### src/rtl/instr_seq_if.sv
// Fetch bus between the sequencer (master) and instruction memory (slave).
interface instr_seq_if #(
  parameter int PC_WIDTH = 16
);
  logic [PC_WIDTH-1:0] mem_addr;
  logic                mem_req;
  logic                mem_ack;
  logic [7:0]          mem_rdata;

  modport master (output mem_addr, output mem_req, input mem_ack, input mem_rdata);
  modport slave  (input mem_addr, input mem_req, output mem_ack, output mem_rdata);
endinterface

### src/rtl/instr_seq.sv
// Fetch/decode/execute/writeback sequencer for the 8-bit core; owns the PC.
// Optional HALT state on opcode 8'hFF is enabled with macro INSTR_SEQ_HALT_EN.
`ifndef OPCODE_ARITHMETIC_BIT
`define OPCODE_ARITHMETIC_BIT 3
`endif

module instr_seq #(
  parameter int                  PC_WIDTH   = 16,
  parameter logic [PC_WIDTH-1:0] RST_VECTOR = '0
) (
  input  logic                clk,
  input  logic                rst,
  instr_seq_if.master         mem,
  output logic [7:0]          instr,
  output logic                alu_en,
  output logic                we,
  input  logic                pc_load,
  input  logic [PC_WIDTH-1:0] pc_target,
  output logic [1:0]          state,
  output logic                halted
);

  typedef enum logic [2:0] {S_FETCH, S_DECODE, S_EXEC, S_WB, S_HALT} state_t;

  state_t              state_q, state_d;
  logic [PC_WIDTH-1:0] pc_q, pc_d;
  logic [7:0]          instr_q, instr_d;
  logic                req, alu, wen, hlt;
  logic [1:0]          st;
  logic [3:0]          opc;

  assign opc = instr_q[7:4];

  always_ff @(posedge clk) begin
    if (rst) begin
      state_q <= S_FETCH;
      pc_q    <= RST_VECTOR;
      instr_q <= 8'h00;
    end else begin
      state_q <= state_d;
      pc_q    <= pc_d;
      instr_q <= instr_d;
    end
  end

  always_comb begin
    state_d = state_q;
    pc_d    = pc_q;
    instr_d = instr_q;
    req     = 1'b0;
    alu     = 1'b0;
    wen     = 1'b0;
    hlt     = 1'b0;
    st      = state_q[1:0];
    case (state_q)
      S_FETCH: begin
        req = 1'b1;
        if (mem.mem_ack) begin
          instr_d = mem.mem_rdata;
          pc_d    = pc_q + 1'b1;
          state_d = S_DECODE;
        end
      end
      S_DECODE: begin
`ifdef INSTR_SEQ_HALT_EN
        if (instr_q == 8'hFF)                 state_d = S_HALT;
        else if (!opc[`OPCODE_ARITHMETIC_BIT]) state_d = S_EXEC;
        else                                   state_d = S_WB;
`else
        if (!opc[`OPCODE_ARITHMETIC_BIT]) state_d = S_EXEC;
        else                              state_d = S_WB;
`endif
      end
      S_EXEC: begin
        alu     = 1'b1;
        state_d = S_WB;
      end
      S_WB: begin
        wen     = 1'b1;
        if (pc_load) pc_d = pc_target;
        state_d = S_FETCH;
      end
      S_HALT: begin
        // Reports as WB on the 2-bit state bus; only halted distinguishes it.
        hlt = 1'b1;
        st  = 2'b11;
      end
      default: state_d = S_FETCH;
    endcase
  end

  // Strobes are squashed while reset is asserted so nothing leaks in the reset cycle.
  assign mem.mem_req  = req & ~rst;
  assign mem.mem_addr = pc_q;
  assign alu_en       = alu & ~rst;
  assign we           = wen & ~rst;
  assign halted       = hlt & ~rst;
  assign instr        = instr_q;
  assign state        = st;

endmodule

### src/flat_wrapper.sv
// flat-port wrapper written by rule: the top's interface ports become plain ports
module instr_seq_flat 
#(
  parameter int                  PC_WIDTH   = 16,
  parameter logic [PC_WIDTH-1:0] RST_VECTOR = '0
)
  (clk, rst, instr, alu_en, we, pc_load, pc_target, state, halted, mem_mem_addr, mem_mem_req, mem_mem_ack, mem_mem_rdata);
  instr_seq_if #(.PC_WIDTH(PC_WIDTH)) mem_i ();
  input  logic clk;
  input  logic rst;
  output logic [7:0] instr;
  output logic alu_en;
  output logic we;
  input  logic pc_load;
  input  logic [PC_WIDTH-1:0] pc_target;
  output logic [1:0] state;
  output logic halted;
  output wire logic [$bits(mem_i.mem_addr)-1:0] mem_mem_addr;
  output wire logic [$bits(mem_i.mem_req)-1:0] mem_mem_req;
  input wire logic [$bits(mem_i.mem_ack)-1:0] mem_mem_ack;
  input wire logic [$bits(mem_i.mem_rdata)-1:0] mem_mem_rdata;
  assign mem_mem_addr = mem_i.mem_addr;
  assign mem_mem_req = mem_i.mem_req;
  assign mem_i.mem_ack = mem_mem_ack;
  assign mem_i.mem_rdata = mem_mem_rdata;
  instr_seq #(.PC_WIDTH(PC_WIDTH), .RST_VECTOR(RST_VECTOR)) u_core (.clk(clk), .rst(rst), .mem(mem_i), .instr(instr), .alu_en(alu_en), .we(we), .pc_load(pc_load), .pc_target(pc_target), .state(state), .halted(halted));
endmodule
### config.mk
export PLATFORM = sky130hd
export DESIGN_NAME = instr_seq_flat
export DESIGN_NICKNAME = d
export VERILOG_FILES = /design/src/rtl/instr_seq_if.sv /design/src/rtl/instr_seq.sv /design/src/flat_wrapper.sv
export SDC_FILE = /design/constraint.sdc
export NUM_CORES = 1
export LEC_CHECK = 0
export CAP_MARGIN = 20
export CORE_MARGIN = 2
export CORE_UTILIZATION = 40
export CTS_CLUSTER_SIZE = 14
export DETAILED_ROUTE_END_ITERATION = 16
export GPL_TIMING_DRIVEN = 0
export PLACE_DENSITY = 0.85
export SKIP_CTS_REPAIR_TIMING = 1
export SLEW_MARGIN = 20
export SYNTH_ARGS = -nofsm -noshare
export SYNTH_HDL_FRONTEND = slang
export SYNTH_SLANG_ARGS = --single-unit
### constraint.sdc
create_clock -name clk -period 1.5 [get_ports clk]
set_input_delay 0.15 -clock clk [delete_from_list [all_inputs] [get_ports clk]]
set_output_delay 0.15 -clock clk [all_outputs]
set_load 0.005 [all_outputs]
# [Word-level counts from Yosys, hierarchy flattened]
# Cells that the tools add are included.
[classes] mux=11 div_mod_pow=0 bitwise_logic=6 multipliers=0 n_eq_ne=6 shift=0 n_addsub=1 reduce_logical=5 magnitude_cmp=0
[ops] cell="two-way mux 16 bit" n=2
[ops] cell="case mux 16 bit (2 select lines)" n=1
[ops] cell="adder 16 x 1 -> 16 bit (second input constant)" n=1
[ops] cell="case mux 3 bit (4 select lines)" n=1
[ops] cell="== test 3 x 2 -> 1 bit (second input constant)" n=2
[ops] cell="two-way mux 1 bit" n=5
[ops] cell="bitwise AND 1 bit" n=4
[ops] cell="inequality test 2 bit (second input constant)" n=2
[ops] cell="AND reduction 2 bit" n=2
[ops] cell="== test 3 x 1 -> 1 bit (second input constant)" n=1
[ops] cell="== test 3 bit (second input constant)" n=1
[ops] cell="logical NOT 3 bit" n=1
[ops] cell="two-way mux 3 bit" n=1
[ops] cell="AND reduction 3 bit" n=1
[ops] cell="two-way mux 2 bit" n=1
[ops] cell="inverter 1 bit" n=2
[ops] cell="nonzero test 2 bit" n=1
[totals] rom_bits=0 ramBits=0 output_inout_bits=30 latchBits=0 n_memories=0 wordCells=32 regBits=27

# [Longest topological paths before layout]
# Gate-level depths: netlist of the first run.
[logic_depth] depth_word=3 depth_mapped=8 mapped_depth_nobuf=6

# [Worst setup path before layout of the first run]
# No wires, ideal clock.
[synth_timing] path_type="register to register" start="reg u_core.state_q[0]" end="reg u_core.pc_q[0], in the netlist u_core.mem.mem_addr[0]" setup_time_ns=0.088 t_required_ns=1.412 t_arrival_ns=1.552 path_stages_with_launch=8 slack_ns=-0.140 period_less_slack_ns=1.640 cell_sequence="dfxtp_1 > inv_1 > ha_1 > mux2i_1 > nor2b_1 > buf_4 > buf_6 > a311oi_2"
[synth_via] elab_chain_cells=3 word_cells_on_any_way=7
[synth_lines] item="start, declared" line="instr_seq.sv:25" rtl="state_t state_q, state_d;"
[synth_lines] item="start signal, assigned" line="instr_seq.sv:40" rtl="state_q <= state_d;"
[synth_lines] item="== test 3 x 2 -> 1 bit or logical NOT 3 bit (tied branches)" line="instr_seq.sv:55" rtl="case (state_q)"
[synth_lines] item="inequality test 2 bit (no source line) or nonzero test 2 bit (tied branches)"
[synth_lines] item="AND reduction 3 bit (no source line)"
[synth_lines] item="end signal, assigned" line="instr_seq.sv:41" rtl="pc_q <= pc_d;"
[synth_lines] item="end, declared" line="instr_seq.sv:26" rtl="logic [PC_WIDTH-1:0] pc_q, pc_d;"
# Parallel ways exist; a longest one is shown, timed or not.
# A chain may end at the register's enable or synchronous reset.

# [Worst setup path in the final report of the first run]
[layout_timing] start="reg u_core.state_q[0]" end="reg u_core.pc_q[3], in the netlist u_core.mem.mem_addr[3]"
# Same word-level chain as after synthesis.

==> load_flow_metrics.sql, run 1 <==
INSERT INTO impl_metrics (metric_group, metric, value, unit) VALUES
('outcome', 'outcome', 'complete, but fails checks', ''),
('outcome', 'violations', 'setup timing', ''),
('route', 'drt_drc_violations_left', '0', ''),
('global_routing', 'maximum_number_of_pins_on_one_net_before_global_route_repair', '16', ''),
('synth', 'syn_nets', '238', ''),
('place', 'place.detailed.hpwl', '3420', 'um'),
('pwr', 'power_switching', '0.00125', 'W'),
('clock_tree', 'tritoncts', 'done', ''),
('setup_path', 'required', '1.65', 'ns'),
('synth', 'synth_enable_flop_cells', '0', ''),
('floorplanning', 'die_h', '67.7', 'um'),
('timing', 'final-setup-viol-count', '18', ''),
('setup_path', 'most_frequent_cell_on_the_critical_path', 'sky130_fd_sc_hd__buf_6', ''),
('global_routing', 'grt_pass1_wl', '7510', 'um'),
('route', 'antenna_violating_nets_post_route', '0', ''),
('layout', 'area_growth', '62.1', '%'),
('pwr', 'cell_internal_pwr', '0.00215', 'W'),
('route', 'postRouteWirelength', '5350', 'um'),
('clock_tree', 'cts_root_buffer', 'sky130_fd_sc_hd__clkbuf_8', ''),
('synth', 'synth.distinct_cells', '52', ''),
('layout', 'final_util', '66.7', '%'),
('place', 'port_buffers', '56', ''),
('layout', 'layout.cells.most_common_list', '53 x sky130_fd_sc_hd__clkdlybuf4s50_1, 34 x sky130_fd_sc_hd__nand2_1, 19 x sky130_fd_sc_hd__a21oi_1', ''),
('setup_path', 'critical_path_class', 'reg2reg', ''),
('floorplanning', 'placement_rows', '23', ''),
('layout', 'antenna_cells_inserted', '0', ''),
('synth', 'synth_cells', '204', ''),
('synth', 'postSynth.asyncResetShare', '0', '%'),
('timing', 'timing.final.crit_period', '1.70', 'ns'),
('route', 'dr_total_vias', '1864', ''),
('synth', 'synthesis.area_per_instance', '7.95', 'um2'),
('pwr', 'p_per_area', '1290', 'mW/mm2'),
('timing', 'max_slew_margin', '60.0', '%'),
('timing', 'timing_worst_slew_pin_value', '0.599', 'ns'),
('route', 'firstDrtPassIters', '4', ''),
('pwr', 'leakage', '0.894', 'nW'),
('clock_tree', 'worst_setup_hold_path_clk_slew', '0.10', 'ns'),
('place', 'dp.cells', '310', ''),
('synth', 'synth_ff_type', 'sky130_fd_sc_hd__dfxtp_1', ''),
('synth', 'ys.warnings.count', '0', ''),
('timing', 'final.setup.tns', '-2.76', 'ns'),
('setup_path', 'critPathBufInv', '3', ''),
('layout', 'layout.cells.most_common', 'sky130_fd_sc_hd__clkdlybuf4s50_1', ''),
('global_routing', 'number_of_global_route_vias_before_repair', '1668', ''),
('clock_tree', 'cts_buffers', '3', ''),
('setup_path', 'worst-path-max-fanout', '5', ''),
('clock_tree', 'clock_sink_count', '26', ''),
('place', 'postPlaceCellArea', '0.00229', 'mm2'),
('floorplanning', 'io_pins', '58', ''),
('floorplanning', 'core-area', '0.00394', 'mm2'),
('floorplanning', 'die_w', '67.7', 'um'),
('timing', 'report.final.hold_viol_count', '0', ''),
('clock_tree', 'clk_latency', '0.28', 'ns'),
('job', 'timing.max_cap.violations', '0', ''),
('setup_path', 'timing.critical_path.cells', 'buf_6 -> inv_4 -> ha_4 -> mux2i_4 -> or2b_1 -> buf_6 -> o21ai_1 -> a21oi_1', ''),
('floorplanning', 'floorplan.die_area', '0.00458', 'mm2'),
('setup_path', 'end_kind', 'flip-flop', ''),
('global_routing', 'antenna_found_initial', '0', ''),
('pwr', 'power_frac_clock', '18.1', '%'),
('setup_path', 'cp_top_family', 'flip-flops', ''),
('timing', 'unrepaired_setup_endpoints_after_global_routing', 'true', ''),
('synth', 'synth_seq_area_share', '32.1', '%'),
('setup_path', 'arrival', '1.85', 'ns'),
('global_routing', 'gr-total-overflow', '0', ''),
('timing', 'drv_slew', '0', ''),
('pwr', 'pwr-share-comb', '52.7', '%'),
('setup_path', 'cp_slowest_stage_delay', '0.39', 'ns'),
('synth', 'synth.cell_area', '0.00162', 'mm2'),
('timing', 'final.setup_skew', '0.00823', 'ns'),
('timing', 'max_clock_freq', '589', 'MHz'),
('timing', 'final.setup.worst_slack', '-0.197', 'ns');
## cell type report
cell class                      instances  area, um2
Inverter                                5       25.0
Sequential cell                        26        537
Multi-Input combinational cell        160       1120
Tap cell                               50       62.6
Buffer                                 12        123
Timing Repair Buffer                   72        691
Clock inverter                          1       30.0
Fill cell                             338       1310
Clock buffer                            3       41.3
## final timing paths
| kind | start | end | slack [ns] | cells past startpoint |
|---|---|---|---|---|
| setup / recovery | u_core.state_q[0]$_SDFFE_PP0P_ | u_core.mem.mem_addr[3]$_SDFFE_PP0P_ | -0.20 | 8 |
| hold / removal | mem_mem_rdata[7] | u_core.instr[7]$_SDFFE_PP0P_ | 0.40 | 3 |
| setup reg to reg | u_core.state_q[0]$_SDFFE_PP0P_ | u_core.mem.mem_addr[3]$_SDFFE_PP0P_ | -0.20 | 8 |
| hold reg to reg | u_core.instr[2]$_SDFFE_PP0P_ | u_core.instr[2]$_SDFFE_PP0P_ | 0.46 | 2 |
## metal layers
layer	global-route usage, %	up-vias	routed length, um
met1	26.1	894	2210
met5	0	-	0
met4	9.44	0	106
met3	4.17	11	353
li1	-	884	-
met2	37.3	75	2690
## kinds of logic (layout without fill, tap and decap cells)
| family | after synthesis | after routing | share of synthesized area (%) |
|---|---|---|---|
| adder cells (fa/ha/maj) | 6 | 6 | 4.63 |
| flip-flops | 26 | 26 | 32.1 |
| multiplexers | 2 | 2 | 1.23 |
| AO/OA/AOI/OAI | 55 | 55 | 23.2 |
| other | 1 | 1 | 0.231 |
| AND/OR/NAND/NOR | 96 | 96 | 30.5 |
| buffers and inverters | 18 | 93 | 8.17 |
## registers in the layout, summed over array words and instances (netlist names)
signal               cells
u_core.instr             8
u_core.state_q           2
u_core.mem.mem_addr     16
## metrics by stage
step                total power (W)  worst slack [ns]
floorplan                   0.00181           -0.0248
global placement            0.00233            -0.557
detailed placement          0.00236            -0.581
CTS                         0.00298            -0.591
global route                0.00360            -0.245
finish                      0.00340            -0.197
## synthesized netlist by cell type (all sizes together), types with 2 or more instances
cell / count / area [um2]
o21ai: 9 / 45.0
o31ai: 2 / 15.0
mux2i: 2 / 20.0
inv: 5 / 18.8
a41oi: 3 / 26.3
nand3: 11 / 70.1
a211oi: 3 / 27.5
a21oi: 20 / 100
nand4: 3 / 25.0
and3: 4 / 30.0
nand2: 37 / 141
nand2b: 5 / 31.3
buf: 7 / 71.3
nor4: 3 / 25.0
o311ai: 3 / 26.3
or3: 2 / 17.5
o32ai: 2 / 25.0
clkbuf: 6 / 42.5
nor3: 5 / 25.0
dfxtp: 26 / 521
nor2b: 3 / 18.8
a31oi: 3 / 18.8
ha: 6 / 75.1
nor2: 17 / 63.8
## power by group through the flow
stage / registers, W / logic (W) / clock network, W
after floorplan: 0.000968 / 0.000842 / 0
after global placement: 0.000977 / 0.00136 / 0
after detailed placement: 0.000983 / 0.00138 / 0
after CTS: 0.000968 / 0.00140 / 0.000615
after global routing: 0.00102 / 0.00193 / 0.000648
final: 0.000995 / 0.00179 / 0.000613
## worst min-delay path, stage by stage
cell,delay (ns)
sky130_fd_sc_hd__clkdlybuf4s50_1,0.39
sky130_fd_sc_hd__nand2_1,0.05
sky130_fd_sc_hd__a21oi_1,0.05
No activity file was read; power rests on OpenSTA's default activity.
==> inputs of run 2 (changes only) <==
--- a/config.mk
+++ b/config.mk
@@ -6,13 +6,16 @@
 export NUM_CORES = 1
 export LEC_CHECK = 0
 export CAP_MARGIN = 20
+export CELL_PAD_IN_SITES_DETAIL_PLACEMENT = 0
+export CELL_PAD_IN_SITES_GLOBAL_PLACEMENT = 1
 export CORE_MARGIN = 2
-export CORE_UTILIZATION = 40
+export CORE_UTILIZATION = 29
 export CTS_CLUSTER_SIZE = 14
 export DETAILED_ROUTE_END_ITERATION = 16
 export GPL_TIMING_DRIVEN = 0
-export PLACE_DENSITY = 0.85
+export PLACE_DENSITY = 0.86
 export SKIP_CTS_REPAIR_TIMING = 1
+export SKIP_LAST_GASP = 1
 export SLEW_MARGIN = 20
 export SYNTH_ARGS = -nofsm -noshare
 export SYNTH_HDL_FRONTEND = slang
==> load_flow_metrics.sql, run 2 (synthesis results as in run 1) <==
INSERT INTO impl_metrics (metric_group, metric, value, unit) VALUES
('route', 'dr_total_vias', '1777', ''),
('global_routing', 'grt_pass1_wl', '8110', 'um'),
('place', 'port_buffers', '56', ''),
('clock_tree', 'worst_setup_hold_path_clk_slew', '0.10', 'ns'),
('layout', 'layout.cells.most_common_list', '53 x sky130_fd_sc_hd__clkdlybuf4s50_1, 34 x sky130_fd_sc_hd__nand2_1, 18 x sky130_fd_sc_hd__dfxtp_1', ''),
('pwr', 'power.total', '0.00336', 'W'),
('layout', 'layout.cells.most_common', 'sky130_fd_sc_hd__clkdlybuf4s50_1', ''),
('clock_tree', 'cts_buffers', '3', ''),
('floorplanning', 'floorplan.die_area', '0.00621', 'mm2'),
('timing', 'drv_slew', '0', ''),
('timing', 'max_slew_margin', '64.1', '%'),
('timing', 'final.setup_skew', '0.00462', 'ns'),
('pwr', 'leakage', '0.937', 'nW'),
('global_routing', 'gr-total-overflow', '0', ''),
('timing', 'unrepaired_setup_endpoints_after_global_routing', 'true', ''),
('setup_path', 'arrival', '1.87', 'ns'),
('route', 'firstDrtPassIters', '4', ''),
('layout', 'nNetsFinal', '310', ''),
('pwr', 'peakVddDrop', '0.000768', 'V'),
('clock_tree', 'cts_max_path_buffers', '2', ''),
('layout', 'largest_register_ff_count', '16', ''),
('layout', 'layout.cell_area.non_filler', '0.00263', 'mm2'),
('global_routing', 'number_of_global_route_vias_before_repair', '1690', ''),
('layout', 'final_util', '48.3', '%'),
('timing', 'max_clock_freq', '593', 'MHz'),
('setup_path', 'required', '1.68', 'ns'),
('layout', 'antenna_cells_inserted', '0', ''),
('outcome', 'violations', 'setup timing', ''),
('global_routing', 'antenna_found_initial', '0', ''),
('global_routing', 'grt_use_total', '16.2', '%'),
('hold_path', 'worstHoldPathType', 'in2reg', ''),
('place', 'routabilityCongestion', '0.801', ''),
('timing', 'final.setup.worst_slack', '-0.185', 'ns'),
('clock_tree', 'cts_root_buffer', 'sky130_fd_sc_hd__clkbuf_8', ''),
('route', 'postRouteWirelength', '5490', 'um'),
('clock_tree', 'clock_sink_count', '26', ''),
('floorplanning', 'initial_core_util', '29.8', '%'),
('setup_path', 'end_kind', 'flip-flop', ''),
('layout', 'layout.filler_cells', '540', ''),
('setup_path', 'worst-path-max-fanout', '7', ''),
('route', 'detailed_route_iter0_violations', '95', ''),
('setup_path', 'critical_path_class', 'reg2reg', ''),
('timing', 'timing.final.crit_period', '1.69', 'ns'),
('route', 'viasPerCell', '5.12', ''),
('floorplanning', 'io_pins', '58', ''),
('outcome', 'outcome', 'complete, but fails checks', ''),
('clock_tree', 'cts_max_level', '1', ''),
('place', 'place.detailed.hpwl', '3520', 'um'),
('layout', 'fraction_of_final_layout_cells_with_drive_strength_greater_than_1', '26.5', '%'),
('timing', 'fin_crit_sh', '112', '%'),
('timing', 'timing_worst_slew_pin_value', '0.538', 'ns'),
('floorplanning', 'die_w', '78.8', 'um'),
('route', 'antenna_violating_nets_post_route', '0', ''),
('timing', 'report.final.hold_viol_count', '0', ''),
('clock_tree', 'tritoncts', 'done', ''),
('floorplanning', 'placement_rows', '27', ''),
('route', 'post_drt_wl_per_cell', '15.8', 'um'),
('pwr', 'p_per_area', '1280', 'mW/mm2'),
('setup_path', 'cp-start-kind', 'flip-flop', ''),
('clock_tree', 'clk_latency', '0.28', 'ns'),
('place', 'postPlaceCellArea', '0.00232', 'mm2'),
('global_routing', 'maximum_number_of_pins_on_one_net_before_global_route_repair', '16', ''),
('route', 'drt_drc_violations_left', '0', ''),
('job', 'timing.max_cap.violations', '0', ''),
('floorplanning', 'core-area', '0.00544', 'mm2'),
('layout', 'area_growth', '61.9', '%'),
('timing', 'final-setup-viol-count', '17', ''),
('floorplanning', 'die_h', '78.8', 'um');
run 2: cell count changes in the layout (fill, tap and decap cells not counted), sizes merged:
cell	previous run	this run
buf	24	19
clkbuf	10	8
dlymetal6s2s	0	3
run 2: final cells by class:
cell class	count	area, um2	share of cell area (%)
Timing Repair Buffer	68	683	26.0
Clock inverter	1	30.0	1.14
Inverter	5	25.0	0.952
Buffer	12	120	4.57
Clock buffer	3	41.3	1.57
Sequential cell	26	536	20.4
Tap cell	72	90.1	3.43
Multi-Input combinational cell	160	1100	42.0
run 2: critical path, stage by stage (launching register included):
cell                      delay (ns)
sky130_fd_sc_hd__dfxtp_4        0.39
sky130_fd_sc_hd__ha_4           0.17
sky130_fd_sc_hd__buf_6          0.13
sky130_fd_sc_hd__buf_6          0.11
sky130_fd_sc_hd__mux2i_4        0.16
sky130_fd_sc_hd__or2b_1         0.20
sky130_fd_sc_hd__buf_4          0.13
sky130_fd_sc_hd__nor2_1         0.04
sky130_fd_sc_hd__a211o_1        0.25
run 2: worst paths after layout:
path	startpoint	endpoint	slack [ns]	cells past startpoint
setup / recovery	u_core.state_q[0]$_SDFFE_PP0P_	u_core.mem.mem_addr[11]$_SDFFE_PP0P_	-0.19	8
hold / removal	mem_mem_rdata[7]	u_core.instr[7]$_SDFFE_PP0P_	0.40	3
setup reg to reg	u_core.state_q[0]$_SDFFE_PP0P_	u_core.mem.mem_addr[11]$_SDFFE_PP0P_	-0.19	8
hold reg to reg	u_core.instr[2]$_SDFFE_PP0P_	u_core.instr[2]$_SDFFE_PP0P_	0.46	2
run 2: report_power, final:
group | switching, W | internal [W]
sequential | 0.000175 | 0.000832
clock | 0.000257 | 0.000358
combinational | 0.000832 | 0.000909
total | 0.00126 | 0.00210
run 2: per-stage QoR:
| stage | TNS (ns) | std cells | worst slack, ns | hold WS [ns] |
|---|---|---|---|---|
| 3_5_place_dp | -4.05 | 332 | -0.614 | 0.449 |
| 5_1_grt | -3.35 | 347 | -0.292 | 0.417 |
| 4_1_cts | -3.78 | 336 | -0.616 | 0.394 |
| 6_report | -2.13 | 347 | -0.185 | 0.404 |
| 3_3_place_gp | -3.81 | 332 | -0.610 | 0.441 |
| 2_1_floorplan | -0.103 | 204 | -0.0248 | 0.286 |
run 2: metal layers:
metal,global-route usage (%),part of all wire [%],vias up
met4,1.93,0.11,0
li1,-,-,876
met2,28.9,50,62
met3,4.43,6.6,2
met1,20.1,43,837
met5,0,0,-
